==> src/rtl/matrix_mult_2x2.sv <==
// matrix_mult_2x2: sequential signed fixed-point 2x2 matrix multiplier, C = A x B, using one shared multiplier
module matrix_mult_2x2 #(
  parameter int W    = 16,
  parameter int FRAC = 8
) (
  input  logic         clk,
  input  logic         reset,
  input  logic [W-1:0] a_0,
  input  logic [W-1:0] a_1,
  input  logic [W-1:0] a_2,
  input  logic [W-1:0] a_3,
  input  logic [W-1:0] b_0,
  input  logic [W-1:0] b_1,
  input  logic [W-1:0] b_2,
  input  logic [W-1:0] b_3,
  input  logic         in_valid,
  output logic         in_ready,
  output logic [W-1:0] c_0,
  output logic [W-1:0] c_1,
  output logic [W-1:0] c_2,
  output logic [W-1:0] c_3,
  output logic         out_valid,
  input  logic         out_ready
);
  localparam int AW = 2*W + 1;
  localparam logic signed [AW:0] HALF = (AW+1)'(1) << (FRAC-1);
  localparam logic signed [AW:0] MAXV = {{(AW+2-W){1'b0}}, {(W-1){1'b1}}};
  localparam logic signed [AW:0] MINV = {{(AW+2-W){1'b1}}, {(W-1){1'b0}}};
  typedef enum logic [1:0] {IDLE, MUL, OUT} state_t;
  state_t                  state_q, state_d;
  logic [3:0][W-1:0]       a_q, b_q, c_q;
  logic signed [AW-1:0]    acc_q, acc_d;
  logic [2:0]              k_q;
  logic signed [2*W-1:0]   prod;
  logic signed [AW:0]      rnd, r;
  logic [W-1:0]            sat;
  logic                    accept, mul_en;
  always_ff @(posedge clk or negedge reset) begin
    if (!reset) state_q <= IDLE;
    else state_q <= state_d;
  end
  always_comb begin
    state_d = state_q;
    case (state_q)
      IDLE:    state_d = in_valid ? MUL : IDLE;
      MUL:     state_d = &k_q ? OUT : MUL;
      OUT:     state_d = out_ready ? IDLE : OUT;
      default: state_d = IDLE;
    endcase
  end
  always_comb begin
    in_ready  = state_q == IDLE;
    out_valid = state_q == OUT;
    accept    = in_ready && in_valid;
    mul_en    = state_q == MUL;
  end
  // k = {output index, term}; output index = {row, col}, term selects A column / B row
  assign prod  = $signed(a_q[{k_q[2], k_q[0]}]) * $signed(b_q[{k_q[0], k_q[1]}]);
  assign acc_d = k_q[0] ? acc_q + AW'(prod) : AW'(prod);
  assign rnd   = (AW+1)'(acc_d) + HALF;
  assign r     = rnd >>> FRAC;
  assign sat   = (r > MAXV) ? MAXV[W-1:0] : (r < MINV) ? MINV[W-1:0] : r[W-1:0];
  always_ff @(posedge clk or negedge reset) begin
    if (!reset) begin
      a_q   <= '0;
      b_q   <= '0;
      c_q   <= '0;
      acc_q <= '0;
      k_q   <= '0;
    end else if (accept) begin
      a_q   <= {a_3, a_2, a_1, a_0};
      b_q   <= {b_3, b_2, b_1, b_0};
      acc_q <= '0;
      k_q   <= '0;
    end else if (mul_en) begin
      acc_q <= acc_d;
      k_q   <= k_q + 3'd1;
      if (k_q[0]) c_q[k_q[2:1]] <= sat;
    end
  end
  assign {c_3, c_2, c_1, c_0} = c_q;
endmodule

==> config.mk <==
export PLATFORM = sky130hd
export DESIGN_NAME = matrix_mult_2x2
export DESIGN_NICKNAME = d
export VERILOG_FILES = /design/src/rtl/matrix_mult_2x2.sv
export SDC_FILE = /design/constraint.sdc
export NUM_CORES = 1
export LEC_CHECK = 0
export BUFFER_PORTS_ARGS = -buffer_cell sky130_fd_sc_hd__buf_2
export CAP_MARGIN = 30
export CORE_MARGIN = 1.5
export CORE_UTILIZATION = 48
export CTS_BUF_LIST = sky130_fd_sc_hd__clkbuf_4
export CTS_CLUSTER_SIZE = 12
export DETAILED_ROUTE_END_ITERATION = 12
export HOLD_SLACK_MARGIN = 0.12
export PLACE_DENSITY_LB_ADDON = 0.12
export RECOVER_POWER = 100
export SYNTH_ARGS = -nofsm -noshare
export SYNTH_HDL_FRONTEND = slang
export SYNTH_SLANG_ARGS = --single-unit
==> constraint.sdc <==
create_clock -name clk -period 35.1 [get_ports clk]
set_clock_uncertainty 0.05 [all_clocks]
set_input_delay 1.755 -clock clk [delete_from_list [all_inputs] [get_ports clk]]
set_output_delay 1.755 -clock clk [all_outputs]
set_load 0.1 [all_outputs]
# After elaboration in Yosys (flattened, before gate mapping)
# Cells that the tools add are included.
# Widths: inputs -> output; s select.
[totals]
ff_bits = 230
output_inout_bits = 66
input_bits = 132
elab_cells = 52
[op_classes]
order_cmp = 6
n_reduce_logical = 6
mul = 1
muxes = 18
n_eq_ne = 2
add_sub_neg = 3
n_bitwise = 1
[ops]
columns = ["operator", "count"]
rows = [
  ["$mux 33", 3],
  ["$mux 16", 5],
  ["$bmux 16 s2", 2],
  ["$bwmux 64", 1],
  ["$add 33x9->34 const B", 1],
  ["$add 33x32->33", 1],
  ["$demux 16 s2", 1],
  ["$mul 16x16->32", 1],
  ["$gt 26x16->1 const B", 1],
  ["$lt 26x16->1 const B", 1],
  ["$lt 2x3->1 const B", 3],
  ["$mux 3", 2],
  ["$pmux 2 s3", 1],
  ["$reduce_and 3->1", 2],
  ["$mux 2", 2],
  ["$add 3x1->3 const B", 1],
  ["$eq 2x1->1 const B", 1],
  ["$eq 2x2->1 const B", 1],
  ["$ge 2x1->1 const B", 1],
  ["$logic_and 1x1->1", 2],
  ["$logic_not 2->1", 1],
  ["$reduce_bool 2->1", 1],
  ["$mux 1", 1],
  ["$not 1->1", 1],
]

# Depth between registers and ports, before layout
[logic_depth]
word_depth = 10
depth_mapped = 50
mapped_depth_nobuf = 39

# Least setup slack after synthesis
# Ideal clock, no wire load.
[synth_timing]
kind = "register -> register"
from = "register k_q[0]"
to = "register c_q (netlist bit c_0[5])"
t_required_ns = 34.968
path_stages_with_launch = 42
arrival_time_ns = 11.590
setup_slack_ns = 23.378
setup_time_ns = 0.082
period_less_slack_ns = 11.722
path_cell_list = "dfrtp_1 > clkbuf_1 > clkbuf_1 > clkbuf_1 > buf_1 > clkbuf_1 > clkbuf_1 > clkbuf_1 > buf_1 > o21a_1 > clkbuf_1 > nand2_1 > fa_1 > fa_1 > fa_1 > inv_1 > fa_1 > fa_1 > [6 not listed] > a31o_2 > o21ai_1 > ha_1 > clkbuf_1 > nand2_1 > o21ai_0 > a22oi_1 > a31oi_1 > nor3b_1 > a211oi_1 > nand2b_1 > or4_1 > nor3_1 > nand2_1 > a2111oi_4 > buf_12 > o211ai_4 > a31oi_1"
[synth_via]
elab_chain_cells = 10
word_cells_on_any_way = 14
cone_classes = "add/sub (2); mul (1); order compare (2); mux (8); reduce/logical (1)"
[synth_rtl]
columns = ["item", "line", "text"]
rows = [
  ["from (decl)", "33", "logic [2:0] k_q;"],
  ["from (signal assigned)", "77", "k_q <= k_q + 3'd1;"],
  ["$bmux 16 s2", "58", "assign prod = $signed(a_q[{k_q[2], k_q[0]}]) * $signed(b_q[{k_q[0], k_q[1]}]);"],
  ["$mux 16 (not written as such)", "58", ""],
  ["$mul 16x16->32", "58", ""],
  ["$add 33x32->33", "59", "assign acc_d = k_q[0] ? acc_q + AW'(prod) : AW'(prod);"],
  ["$mux 33", "59", ""],
  ["$add 33x9->34", "60", "assign rnd = (AW+1)'(acc_d) + HALF;"],
  ["$lt 26x16->1", "62", "assign sat = (r > MAXV) ? MAXV[W-1:0] : (r < MINV) ? MINV[W-1:0] : r[W-1:0];"],
  ["$mux 16 (2 in series)", "62", ""],
  ["$bwmux 64", "78", "if (k_q[0]) c_q[k_q[2:1]] <= sat;"],
  ["to (signal, indexed assignment)", "78", ""],
  ["to (decl)", "31", "logic [3:0][W-1:0] a_q, b_q, c_q;"],
]
# Parallel ways exist; a longest one is shown, timed or not. The select of a mux whose other input is x is not followed.
# A chain may end at the register's enable or synchronous reset.

# Worst setup path in the final report
# Ends and elaborated chain as after synthesis.

==> flow_metrics.tcl <==
set metrics [dict create \
    status "complete, but fails checks" \
    violations "max-capacitance violations, max-slew violations" \
    max_freq_mhz 63.55 \
    clock_tree.buffer_depth 3 \
    root_buffer "clkbuf_4" \
    ys_seq_elements 230 \
    syn-num-nets 3230 \
    whs_ps 422.9 \
    initial_core_util_pct 48.85 \
    drc 0 \
    fin_crit_ps 15730 \
    drive_above_1_share_pct 11.58 \
    fillers 4657 \
    route.detailed.wl_per_inst_um 19.98 \
    portBuffers 197 \
    cp_common_cell "fa_1" \
    synthSimpleGateAreaFrac_pct 19.80 \
    yosysMostFrequentCell "nand2_1" \
    grt_pass1_vias 20622 \
    yosys-top-cells-area "dfrtp_1 25%, fa_1 23%, nand2_1 9.8%" \
    synth_compound_area_share_pct 12.85 \
    end_kind "flop" \
    seq_area_frac_synth_pct 24.63 \
    ctsHoldBuffers 0 \
    place_ws_ps 22690 \
    synthesis.instances 2718 \
    avgSynthCellArea_um2 8.599 \
    tightest_slew_ps 5016 \
    die_area_um2 50020 \
    place_congestion 0.9433 \
    yosys.area_share.xor_xnor_pct 2.249 \
    dp_hpwl_mm 55.17 \
    totalWireLength_mm 70.49 \
    reg2reg_depth 32 \
    synthFlopType "dfrtp_1" \
    dieHeight_um 223.7 \
    synthMuxAreaShare_pct 3.753 \
    drv_cap 10 \
    synth.distinct_cells 84 \
    rsz0062_at_grt "false" \
    rows 80 \
    grt_usage_pct 29.39 \
    fin_crit_sh_pct 44.83 \
    critPathMaxFanout 50 \
    core-area_um2 47850 \
    slowest_delay_ps 1980 \
    clock_latency_ps 810 \
    cts_tree "yes" \
    die_w_um 223.7 \
    synth_area_um2 23370 \
    synth_top_area_share_pct 24.63 \
    crit_slowest_cell "clkbuf_1" \
    hold_viol 0 \
    tns_ps 0 \
    grt_pass1_wl_mm 113.7 \
    worstSetupPathType "reg -> reg" \
    synth.yosys.warnings 0 \
    drtIter0Drc 1321 \
    antenna_found_initial 3 \
    final_nets 3378 \
    final_antenna_net_count 0 \
    dr_total_vias 19689 \
    gr-total-overflow 0 \
    maxSlewHeadroom_pct -234.4 \
    via_per_inst 5.581 \
    ctsResizeCount 0 \
    synthToLayoutAreaGrowth_pct 9.417 \
    report.final.slew_viol_count 498 \
    dr.pass1.iters 7 \
    synth_edf_count 0 \
    cts_setup_buffers 0 \
    io_pins 198 \
    synth_largest_area_cell "dfrtp_1" \
    synth_common_cells "608 x nand2_1, 329 x inv_1, 263 x fa_1" \
    layout_setup_ws_ps 19370 \
    async_flop_share_pct 100.0 \
    synthAdderAreaFrac_pct 28.79 \
    hold_depth 2 \
    crit_required_ps 35720 \
    cts_sinks 230 \
    final_util_pct 53.45 \
    numCtsBuffers 67 \
    start_kind "flop" \
    path_clk_slew_ps 60 \
    cts_max_level 3 \
    hold_class "reg -> reg" \
    arrival_ps 16350 \
    synth_top_family_by_area "adder cells" \
    grt_max_degree 86 \
    finalSetupViolCount 0 \
]
critical path: cells and delay by family, from the launching register on:
kind	cells	cell delay [ps]
adders and majority gates	8	3750
and+or+nand+nor	7	1770
xor gates and xnor gates	1	370
muxes	1	870
buffers and inverters	5	2790
DFF	1	1270
AOI/OAI and AO/OA	10	4700
cell families (layout without fill, tap and decap cells):
kind of cell / count (synthesis) / after routing
compound gates: 428 / 428
simple gates: 1067 / 1067
other cells: 0 / 3
flops: 230 / 230
xor+xnor: 60 / 60
buf+inv: 482 / 674
mux: 71 / 71
fa+ha+maj: 380 / 380
through the flow:
| stage | area [um^2] | std cells |
|---|---|---|
| after floorplan | 23370 | 2718 |
| after global placement | 24770 | 3406 |
| after detailed placement | 24830 | 3409 |
| after CTS | 25700 | 3522 |
| after global routing | 25570 | 3528 |
| final | 25570 | 3528 |
sequential cells by signal, summed over array words and instances (netlist names):
| name | count |
|---|---|
| a_q | 64 |
| b_q | 64 |
| acc_q | 33 |
| c_0 | 16 |
| c_1 | 16 |
| c_2 | 16 |
| c_3 | 16 |
| k_q | 3 |
| state_q | 2 |
final timing paths:
| path | startpoint | to | slack [ps] |
|---|---|---|---|
| worst max-delay path | k_q[0] | c_0[5] | 19370 |
| worst min register to register | a_q[28] | a_q[28] | 420 |
| worst min-delay path | a_q[28] | a_q[28] | 420 |
| max in group asynchronous | reset | acc_q[24] | 25540 |
| min in group asynchronous | reset | a_q[19] | 2760 |
| worst max register to register | k_q[0] | c_0[5] | 19370 |
metal layers:
| layer | share of wire [%] | global-route usage, % | vias up |
|---|---|---|---|
| li1 | - | - | 9189 |
| met1 | 45 | 40.32 | 9802 |
| met2 | 47 | 48.06 | 578 |
| met3 | 5.9 | 4.722 | 120 |
| met4 | 2.5 | 8.827 | 0 |
| met5 | 0 | 0 | - |
layout make-up:
cell class / instances / area [um^2] / area share, %
flip-flops and latches: 230 / 5757 / 22.51
clock buffers: 94 / 705.7 / 2.760
repair buffers: 232 / 1180 / 4.614
well taps: 615 / 769.5 / 3.009
multi-input cells: 2006 / 15760 / 61.62
clock inverters: 19 / 161.4 / 0.6312
inverters: 329 / 1235 / 4.829
diodes: 3 / 7.507 / 0.02936
cell usage in the layout, fill, tap and decap left out, types with 13 or more instances in the layout:
cell,n
o21ai_0,79
xor2_1,14
a21o_1,27
buf_4,22
inv_1,329
clkbuf_1,77
nand2b_1,24
and2_1,35
nand4_1,20
clkbuf_4,94
o21ai_1,17
nor3_1,22
nand3_1,55
mux2i_1,37
a31oi_1,73
xnor2_1,46
mux2_2,22
nor2_1,214
buf_2,130
o21a_1,22
fa_1,263
ha_1,117
dfrtp_1,229
a21oi_1,76
a211oi_1,16
and3_1,13
o211ai_1,23
nand2_1,607
Power is not shown: default switching activity piles up to over one toggle a cycle in this logic, so the estimate is an artifact.
